$ cat src/rtl/time_count.sv
// Free-running 4-digit BCD seconds counter with a DIV-cycle rate divider and seven-segment outputs.
// Optional leading-zero blanking is enabled by defining TIME_COUNT_BLANK_EN.

module hex7seg (
  input  logic [3:0] digit,
  output logic [6:0] seg
);
  // Active-low segments, bit0 = a ... bit6 = g
  always_comb begin
    seg = 7'h7F;
    case (digit)
      4'h0: seg = 7'h40;
      4'h1: seg = 7'h79;
      4'h2: seg = 7'h24;
      4'h3: seg = 7'h30;
      4'h4: seg = 7'h19;
      4'h5: seg = 7'h12;
      4'h6: seg = 7'h02;
      4'h7: seg = 7'h78;
      4'h8: seg = 7'h00;
      4'h9: seg = 7'h10;
      4'hA: seg = 7'h08;
      4'hB: seg = 7'h03;
      4'hC: seg = 7'h46;
      4'hD: seg = 7'h21;
      4'hE: seg = 7'h06;
      4'hF: seg = 7'h0E;
      default: seg = 7'h7F;
    endcase
  end
endmodule

module time_count #(
  parameter int unsigned DIV = 50000000
) (
  input  logic       CLOCK_50,
  input  logic       reset,
  input  logic       SW,
  output logic       tick,
  output logic [6:0] HEX0,
  output logic [6:0] HEX1,
  output logic [6:0] HEX2,
  output logic [6:0] HEX3
);
  localparam logic [25:0] RELOAD = 26'(DIV - 1);

  logic [25:0] div_cnt;
  logic [3:0]  d0, d1, d2, d3;
  logic [3:0]  d0_nxt, d1_nxt, d2_nxt, d3_nxt;
  logic        c1, c2, c3;
  logic [6:0]  raw0, raw1, raw2, raw3;

  assign tick = SW && (div_cnt == 26'd0);

  // Decimal increment; a digit at 9 rolls to 0 and carries upward, 9999 wraps to 0000
  always_comb begin
    c1     = (d0 == 4'd9);
    c2     = c1 && (d1 == 4'd9);
    c3     = c2 && (d2 == 4'd9);
    d0_nxt = c1 ? 4'd0 : d0 + 4'd1;
    d1_nxt = c1 ? ((d1 == 4'd9) ? 4'd0 : d1 + 4'd1) : d1;
    d2_nxt = c2 ? ((d2 == 4'd9) ? 4'd0 : d2 + 4'd1) : d2;
    d3_nxt = c3 ? ((d3 == 4'd9) ? 4'd0 : d3 + 4'd1) : d3;
  end

  always_ff @(posedge CLOCK_50) begin
    if (reset) begin
      div_cnt <= RELOAD;
      d0      <= 4'd0;
      d1      <= 4'd0;
      d2      <= 4'd0;
      d3      <= 4'd0;
    end else if (SW) begin
      if (div_cnt == 26'd0) begin
        div_cnt <= RELOAD;
        d0      <= d0_nxt;
        d1      <= d1_nxt;
        d2      <= d2_nxt;
        d3      <= d3_nxt;
      end else begin
        div_cnt <= div_cnt - 26'd1;
      end
    end
  end

  hex7seg u_hex0 (.digit(d0), .seg(raw0));
  hex7seg u_hex1 (.digit(d1), .seg(raw1));
  hex7seg u_hex2 (.digit(d2), .seg(raw2));
  hex7seg u_hex3 (.digit(d3), .seg(raw3));

`ifdef TIME_COUNT_BLANK_EN
  // Blank a digit only when it and every more-significant digit are zero; ones always shown
  assign HEX3 = (d3 == 4'd0) ? 7'h7F : raw3;
  assign HEX2 = (d3 == 4'd0 && d2 == 4'd0) ? 7'h7F : raw2;
  assign HEX1 = (d3 == 4'd0 && d2 == 4'd0 && d1 == 4'd0) ? 7'h7F : raw1;
  assign HEX0 = raw0;
`else
  assign HEX3 = raw3;
  assign HEX2 = raw2;
  assign HEX1 = raw1;
  assign HEX0 = raw0;
`endif

endmodule

$ cat config.mk
export PLATFORM = sky130hd
export DESIGN_NAME = time_count
export DESIGN_NICKNAME = d
export VERILOG_FILES = /design/src/rtl/time_count.sv
export SDC_FILE = /design/constraint.sdc
export NUM_CORES = 1
export LEC_CHECK = 0
export CAP_MARGIN = 25
export CORE_UTILIZATION = 50
export DETAILED_ROUTE_END_ITERATION = 10
export DONT_BUFFER_PORTS = 1
export HOLD_SLACK_MARGIN = 0.06
export PLACE_DENSITY = 0.65
export SETUP_SLACK_MARGIN = 0.2
export SYNTH_ARGS = -nofsm -noshare
export SYNTH_HDL_FRONTEND = slang
export SYNTH_SLANG_ARGS = --single-unit
$ cat constraint.sdc
create_clock -name CLOCK_50 -period 6.4 [get_ports CLOCK_50]
set_clock_uncertainty 0.05 [all_clocks]
set_input_delay 0.32 -clock CLOCK_50 [delete_from_list [all_inputs] [get_ports CLOCK_50]]
set_output_delay 0.32 -clock CLOCK_50 [all_outputs]
set_load 0.02 [all_outputs]
==> results of run 1 <==
==> per-stage QoR <==
stage | area (µm²) | power (W) | instances | util, %
2_1_floorplan | 3861 | 0.0004580 | 440 | -
3_3_place_gp | 3933 | 0.0004577 | 526 | 53.36
3_5_place_dp | 3933 | 0.0004579 | 526 | 53.36
4_1_cts | 4108 | 0.0007631 | 542 | 55.74
5_1_grt | 4108 | 0.0007835 | 542 | 55.74
6_report | 4108 | 0.0007505 | 542 | 55.74
==> worst min-delay path by stage <==
stage | from | end | slack [ns] | cells past startpoint
2_1_floorplan | SW | div_cnt[0]$_SDFFE_PP1P_ | 0.39 | 2
3_3_place_gp | reset | d1[0]$_SDFFE_PP0N_ | 0.35 | 1
3_5_place_dp | reset | d1[0]$_SDFFE_PP0N_ | 0.35 | 1
4_1_cts | SW | div_cnt[1]$_SDFFE_PP1P_ | 0.08 | 2
5_1_grt | SW | div_cnt[1]$_SDFFE_PP1P_ | 0.09 | 2
6_report | SW | div_cnt[1]$_SDFFE_PP1P_ | 0.09 | 2
==> area by class of cell <==
| cell class | instances | share of cell area, % |
|---|---|---|
| flip-flops and latches | 70 | 34.12 |
| multi-input cells | 325 | 55.50 |
| well taps | 99 | 3.016 |
| inverters | 30 | 2.741 |
| clock inverters | 2 | 0.2437 |
| clock buffers | 12 | 3.533 |
| repair buffers | 4 | 0.8529 |
==> power breakdown <==
part / internal, W / switching (W)
sequential: 0.000437 / 0.00000115
clock: 0.000146 / 0.000154
combinational: 0.00000420 / 0.00000865
==> logic make-up after synthesis <==
logic type | synth area share (%)
compound gates | 13.74
xor+xnor | 6.351
fa+ha+maj | 11.02
buf+inv | 4.666
flops | 36.29
mux | 3.759
simple gates | 24.17
==> worst max-delay path: cells and delay by family, from the launching register on <==
family	cells	cell delay [ns]
and+or+nand+nor	4	1.74
DFF	1	0.33
muxes	1	0.31
buffers and inverters	2	0.26
AOI/OAI and AO/OA	2	0.60
adders and majority gates	2	0.42
==> what timing repair did <==
| action | 4_1_cts | 5_1_grt |
|---|---|---|
| endpoints found under the setup margin | 0 | 0 |
| hold buffers | 2 | 0 |
| endpoints found under the hold margin | 13 | 0 |
==> routing by layer <==
layer  vias to the layer above  routed length [µm]
met5                         -                   0
li1                       1551                   -
met1                      1418                3790
met3                         9                 166
met4                         0                 121
met2                        38                3527
==> cell usage in the layout (no fill, tap or decap), drive strengths merged, types with 4 or more instances in the layout <==
cell	Yosys	routed
dfxtp	70	70
nand2	48	48
ha	34	34
nor2	34	34
inv	30	30
a21oi	22	22
xnor2	17	17
o21ai	15	15
or3	12	12
nor4	12	12
clkbuf	11	12
xor2	11	11
mux2i	10	10
nor3	9	9
o22ai	8	8
or4	8	8
nand3	7	7
and3	6	6
nand4	6	6
o32ai	5	5
nand3b	4	4
a22oi	4	4
or2	4	4
mux2	4	4
==> flip-flops by register name, summed over array words and instances (netlist names) <==
name        count
u_hex2.seg      7
d3              4
d2              4
u_hex3.seg      7
d1              4
div_cnt        26
u_hex0.seg      7
u_hex1.seg      7
d0              4
==> impl_metrics.csv, run 1 <==
group,metric,value,unit
status,outcome,"finished, final reports clean",
finish,n_antenna_cell,0,
critical_path,rr_startpoint,"div_cnt[0]$_SDFFE_PP1P_",
finish,layout.nets,477,
critical_path,cp-startpoint,"div_cnt[0]$_SDFFE_PP1P_",
place,pre_cts_ws,2.619,ns
grt,antenna_found_initial,0,
synth,synthFlopType,"dfxtp_1",
synth,async_flop_share,0,%
grt,track_usage,19.94,%
critical_path,crit_slowest_cell,"or4b_4",
detailed_routing,ant_nets,0,
clocking,cts_tree,"done",
finish,fillCellCount,674,
finish,drive_above_1_share,6.772,%
floorplanning,rows,31,
critical_path,cp.required,6.59,ns
floorplanning,die-area,8078,µm²
detailed_routing,vias,3016,
timing,slew_violations,0,
timing,fin_crit,3.813,ns
synth,synth-edff-count,0,
timing,setup_violations,0,
critical_path,r2r_cells,11,
grt,grtUsageMet2,32.56,%
synth,yosys_register_bits,70,
timing,worstMarginPinSlew,0.7624,ns
detailed_routing,drt_wl_total,7605,µm
floorplanning,initial_core_util,52.39,%
clocking,h-tree-depth,3,
grt,grt_max_degree,25,
floorplanning,die_y,89.88,µm
synth,yosysTopAreaCell,"dfxtp_1",
synth,yosys_warnings,0,
critical_path,slowest_delay,0.49,ns
critical_path,crit_end,"u_hex2.seg[4]$_DFF_P_",
finish,seq_area,1401,µm²
clocking,clk-insertion-delay-late,0.34,ns
synth,synth_area_leaders,"dfxtp_1, ha_1, nand2_1",
power_and_ir_drop,p_leak,1.609,nW
clocking,cts.path.max_buffers,2,
timing,fmax,262.3,MHz
synth,yosysSeqAreaShare,36.29,%
power_and_ir_drop,p_per_area,182.7,nW/µm²
grt,grt_use_met1,26.01,%
place,io_buffers,0,
critical_path,path_class,"reg -> reg",
finish,areaGrowthSynthToFinish,6.384,%
timing,finalHoldViolations,0,
grt,grt_first_pass_wirelength,13210,µm
grt,grt-ovfl-total,0,
critical_path,ff2ff_setup_slack,2.59,ns
timing,final.setup.tns,0,ns
job,drv_cap,0,
clocking,clockRootBuffer,"clkbuf_8",
clocking,numCtsBuffers,9,
synth,yosysMostFrequentCell,"dfxtp_1",
detailed_routing,drtIter0Drc,158,
timing,rsz0062_at_grt,"false",
synth,synth_nets,477,
synth,yosys-top-cells-count,"dfxtp_1, nand2_1, ha_1",
floorplanning,die_w,89.88,µm
detailed_routing,via_per_inst,5.565,
clocking,clkSinkCount,70,
floorplanning,io_pins,32,
place,hpwlAfterDp,5372,µm
synth,synthCells,440,
critical_path,arrival,4.00,ns
critical_path,rr_endpoint,"u_hex2.seg[4]$_DFF_P_",
power_and_ir_drop,peakVddDrop,112.0,µV
detailed_routing,wl_per_cell,14.03,µm
detailed_routing,detail_route.first_pass.iterations,4,
synth,synth_cell_types,63,
critical_path,crit_path_max_fanout,7,
grt,grt_pass1_vias,2858,
place,place_congestion,0.7942,
grt,grtUsageMet3,3.130,%
timing,relSlewSlack,48.83,%
clocking,postCtsSetupBuffers,0,
timing,min_period_over_period,59.57,%
synth,yosysTopAreaCellShare,36.29,%
clocking,post_cts_resized,0,
critical_path,path_cells,"inv_1, ha_1, or4b_4, nor4_1, nand4_1, or3_1, a21oi_1, inv_1, ha_1, mux2_1, o21a_1",
grt,top_usage_layer,"met2",
floorplanning,core_region_area,7370,µm²
synth,synth_area,3861,µm²
timing,setup_slack,2.587,ns
critical_path,endpoint_kind,"flop",
critical_path,cp-start-kind,"flop",
clocking,clkTransAtPathRegs,0.07,ns
finish,multi_input_area,2280,µm²
detailed_routing,drc,0,
timing,hold_ws,0.08754,ns
min_path,hp-class,"in -> reg",
synth,syn_area_per_cell,8.775,µm²
(Power assumes the default switching activity.)
==> run 2, diff against run 1 <==
Settings changed: PLACE_DENSITY 0.65 to 0.68.
Clock period 6.4 ns to 3.3 ns, I/O delays scaled along.
==> run 2 against run 1 <==
Against the previous run: maximum frequency up 24%; sequential power up 94%; global-route usage up 1.4 points; worst setup slack worse by 2.4 ns; power up 110%; worst hold slack worse by 0.0071 ns; first-iteration DRC count down 11%; sequential cell count unchanged; sequential share of layout area down 5.3 points; routed wire length up 15%; largest cell class unchanged.
==> impl_metrics.csv, run 2 (synthesized netlist as in run 1, its figures left out) <==
group,metric,value,unit
critical_path,path_class,"reg -> reg",
clocking,clkTransAtPathRegs,0.08,ns
detailed_routing,vias,3278,
floorplanning,io_pins,32,
grt,grtUsageMet3,6.091,%
place,place_congestion,0.8068,
critical_path,endpoint_kind,"flop",
power_and_ir_drop,p_per_area,318.2,nW/µm²
power_and_ir_drop,peakVddDrop,225.2,µV
grt,antenna_found_initial,0,
critical_path,path_cells,"inv_2, ha_4, or4b_4, nor4_4, nand4_1, buf_6, or3_4, a21oi_4, inv_2, ha_4, mux2_4, o21a_1",
critical_path,r2r_cells,12,
finish,regMostFlops,"div_cnt",
critical_path,cp.required,3.49,ns
critical_path,ff2ff_setup_slack,0.23,ns
grt,grt-ovfl-total,0,
critical_path,cp-start-kind,"flop",
floorplanning,die_y,89.88,µm
detailed_routing,via_per_inst,5.537,
timing,finalHoldViolations,0,
timing,relSlewSlack,46.86,%
min_path,min_path_cells,2,
power_and_ir_drop,p_leak,1.894,nW
timing,slew_violations,0,
finish,areaGrowthSynthToFinish,25.99,%
finish,layout.nets,525,
finish,drive_above_1_share,26.17,%
finish,fillCellCount,595,
detailed_routing,detail_route.first_pass.iterations,4,
finish,largest_reg_flops,26,
critical_path,arrival,3.26,ns
clocking,clkSinkCount,70,
grt,track_usage,21.34,%
finish,fin_area,4865,µm²
detailed_routing,drtIter0Drc,141,
min_path,whs_endpoint,"u_hex1.seg[3]$_DFF_P_",
finish,multi_input_area,2604,µm²
grt,grtUsageMet2,35.00,%
timing,worstMarginPinSlew,0.7945,ns
detailed_routing,drc,0,
critical_path,rr_endpoint,"u_hex2.seg[4]$_DFF_P_",
critical_path,crit_path_max_fanout,6,
grt,grt_max_degree,21,
critical_path,crit_slowest_cell,"or4b_4",
place,io_buffers,0,
timing,setup_violations,0,
floorplanning,die_w,89.88,µm
grt,grt_use_met1,26.55,%
grt,grt_pass1_vias,3063,
status,outcome,"finished, final reports clean",
floorplanning,die-area,8078,µm²
clocking,cts_tree,"done",
place,hpwlAfterDp,5672,µm
finish,seq_area,1404,µm²
grt,grt_first_pass_wirelength,14040,µm
clocking,clk-insertion-delay-late,0.35,ns
timing,final.setup.tns,0,ns
critical_path,rr_startpoint,"div_cnt[0]$_SDFFE_PP1P_",
job,drv_cap,0,
detailed_routing,ant_nets,0,
timing,fmax,326.2,MHz
detailed_routing,wl_per_cell,14.81,µm
min_path,hp-class,"in -> reg",
clocking,cts.path.max_buffers,2,
finish,n_antenna_cell,0,
grt,top_usage_layer,"met2",
floorplanning,initial_core_util,52.39,%
finish,final_cell_mix,"dfxtp_1, nand2_1, buf_4, nor2_1, ha_1",
critical_path,slowest_delay,0.49,ns
min_path,worstHoldStart,"reset",
clocking,numCtsBuffers,9,
finish,final_common_cell,"dfxtp_1",
timing,rsz0062_at_grt,"true",
clocking,h-tree-depth,3,
place,place_area,4109,µm²
timing,min_period_over_period,92.89,%
detailed_routing,drt_wl_total,8767,µm
floorplanning,rows,31,
power_and_ir_drop,power,0.001548,W
timing,fin_crit,3.065,ns
floorplanning,core_region_area,7370,µm²
clocking,clockRootBuffer,"clkbuf_8",
[run 2: cell types whose count changed in the layout (fill, tap and decap cells not counted), sizes merged]
cell         previous run  this run
dlygate4sd3             2         9
clkbuf                 12         9
bufinv                  0         1
buf                     2        43
clkinvlp                0         2
clkinv                  2         4
[run 2: metrics by stage]
step           util, %  instances  hold WS [ns]  setup slack [ns]
2_1_floorplan        -        440        0.2321            0.2040
3_3_place_gp     55.76        547        0.1895            0.1435
3_5_place_dp     55.76        547        0.1927           0.03942
4_1_cts          60.25        578       0.06365            0.2025
5_1_grt          66.01        592       0.07135            0.1129
6_report         66.01        592       0.08048            0.2346
[run 2: worst max-delay path by stage]
stage,start,endpoint,cells past startpoint
after detailed placement,div_cnt[0]$_SDFFE_PP1P_,u_hex2.seg[4]$_DFF_P_,11
after floorplan,div_cnt[0]$_SDFFE_PP1P_,u_hex2.seg[4]$_DFF_P_,11
after global placement,div_cnt[0]$_SDFFE_PP1P_,u_hex2.seg[4]$_DFF_P_,11
final,div_cnt[0]$_SDFFE_PP1P_,u_hex2.seg[4]$_DFF_P_,12
after CTS,div_cnt[20]$_SDFFE_PP1P_,u_hex3.seg[4]$_DFF_P_,11
after global routing,div_cnt[0]$_SDFFE_PP1P_,u_hex3.seg[1]$_DFF_P_,13
[run 2: routing by layer]
| metal | part of all wire [%] | vias to the layer above | wire length (µm) |
|---|---|---|---|
| li1 | - | 1657 | - |
| met1 | 46 | 1549 | 4036 |
| met2 | 49 | 61 | 4262 |
| met3 | 3.6 | 11 | 318 |
| met4 | 1.7 | 0 | 150 |
| met5 | 0 | - | 0 |
[run 2: critical path, delay by kind of cell, from the launching register on]
kind,cells,cell delay [ns]
simple gates,4,1.37
compound gates,2,0.35
flops,1,0.34
buf+inv,3,0.31
fa+ha+maj,2,0.29
mux,1,0.26
[run 2: timing repair]
| item | 4_1_cts | 5_1_grt |
|---|---|---|
| hold buffers | 9 | 0 |
| hold endpoints to repair | 28 | 0 |
| resized for setup | 1 | 71 |
| endpoints found under the setup margin | 14 | 24 |
| pin swaps | 5 | 24 |
| buffers inserted | 6 | 14 |
[run 2: power breakdown]
group          switching [W]  internal (W)
combinational      0.0000189    0.00000864
sequential        0.00000252      0.000847
clock               0.000328      0.000343
[run 2: layout make-up]
cell class | count | area share (%)
clock inverter | 7 | 1.337
timing repair buffer | 52 | 8.873
inverter | 30 | 2.315
sequential | 70 | 28.86
multi-input combinational | 325 | 53.52
tap | 99 | 2.546
clock buffer | 9 | 2.546
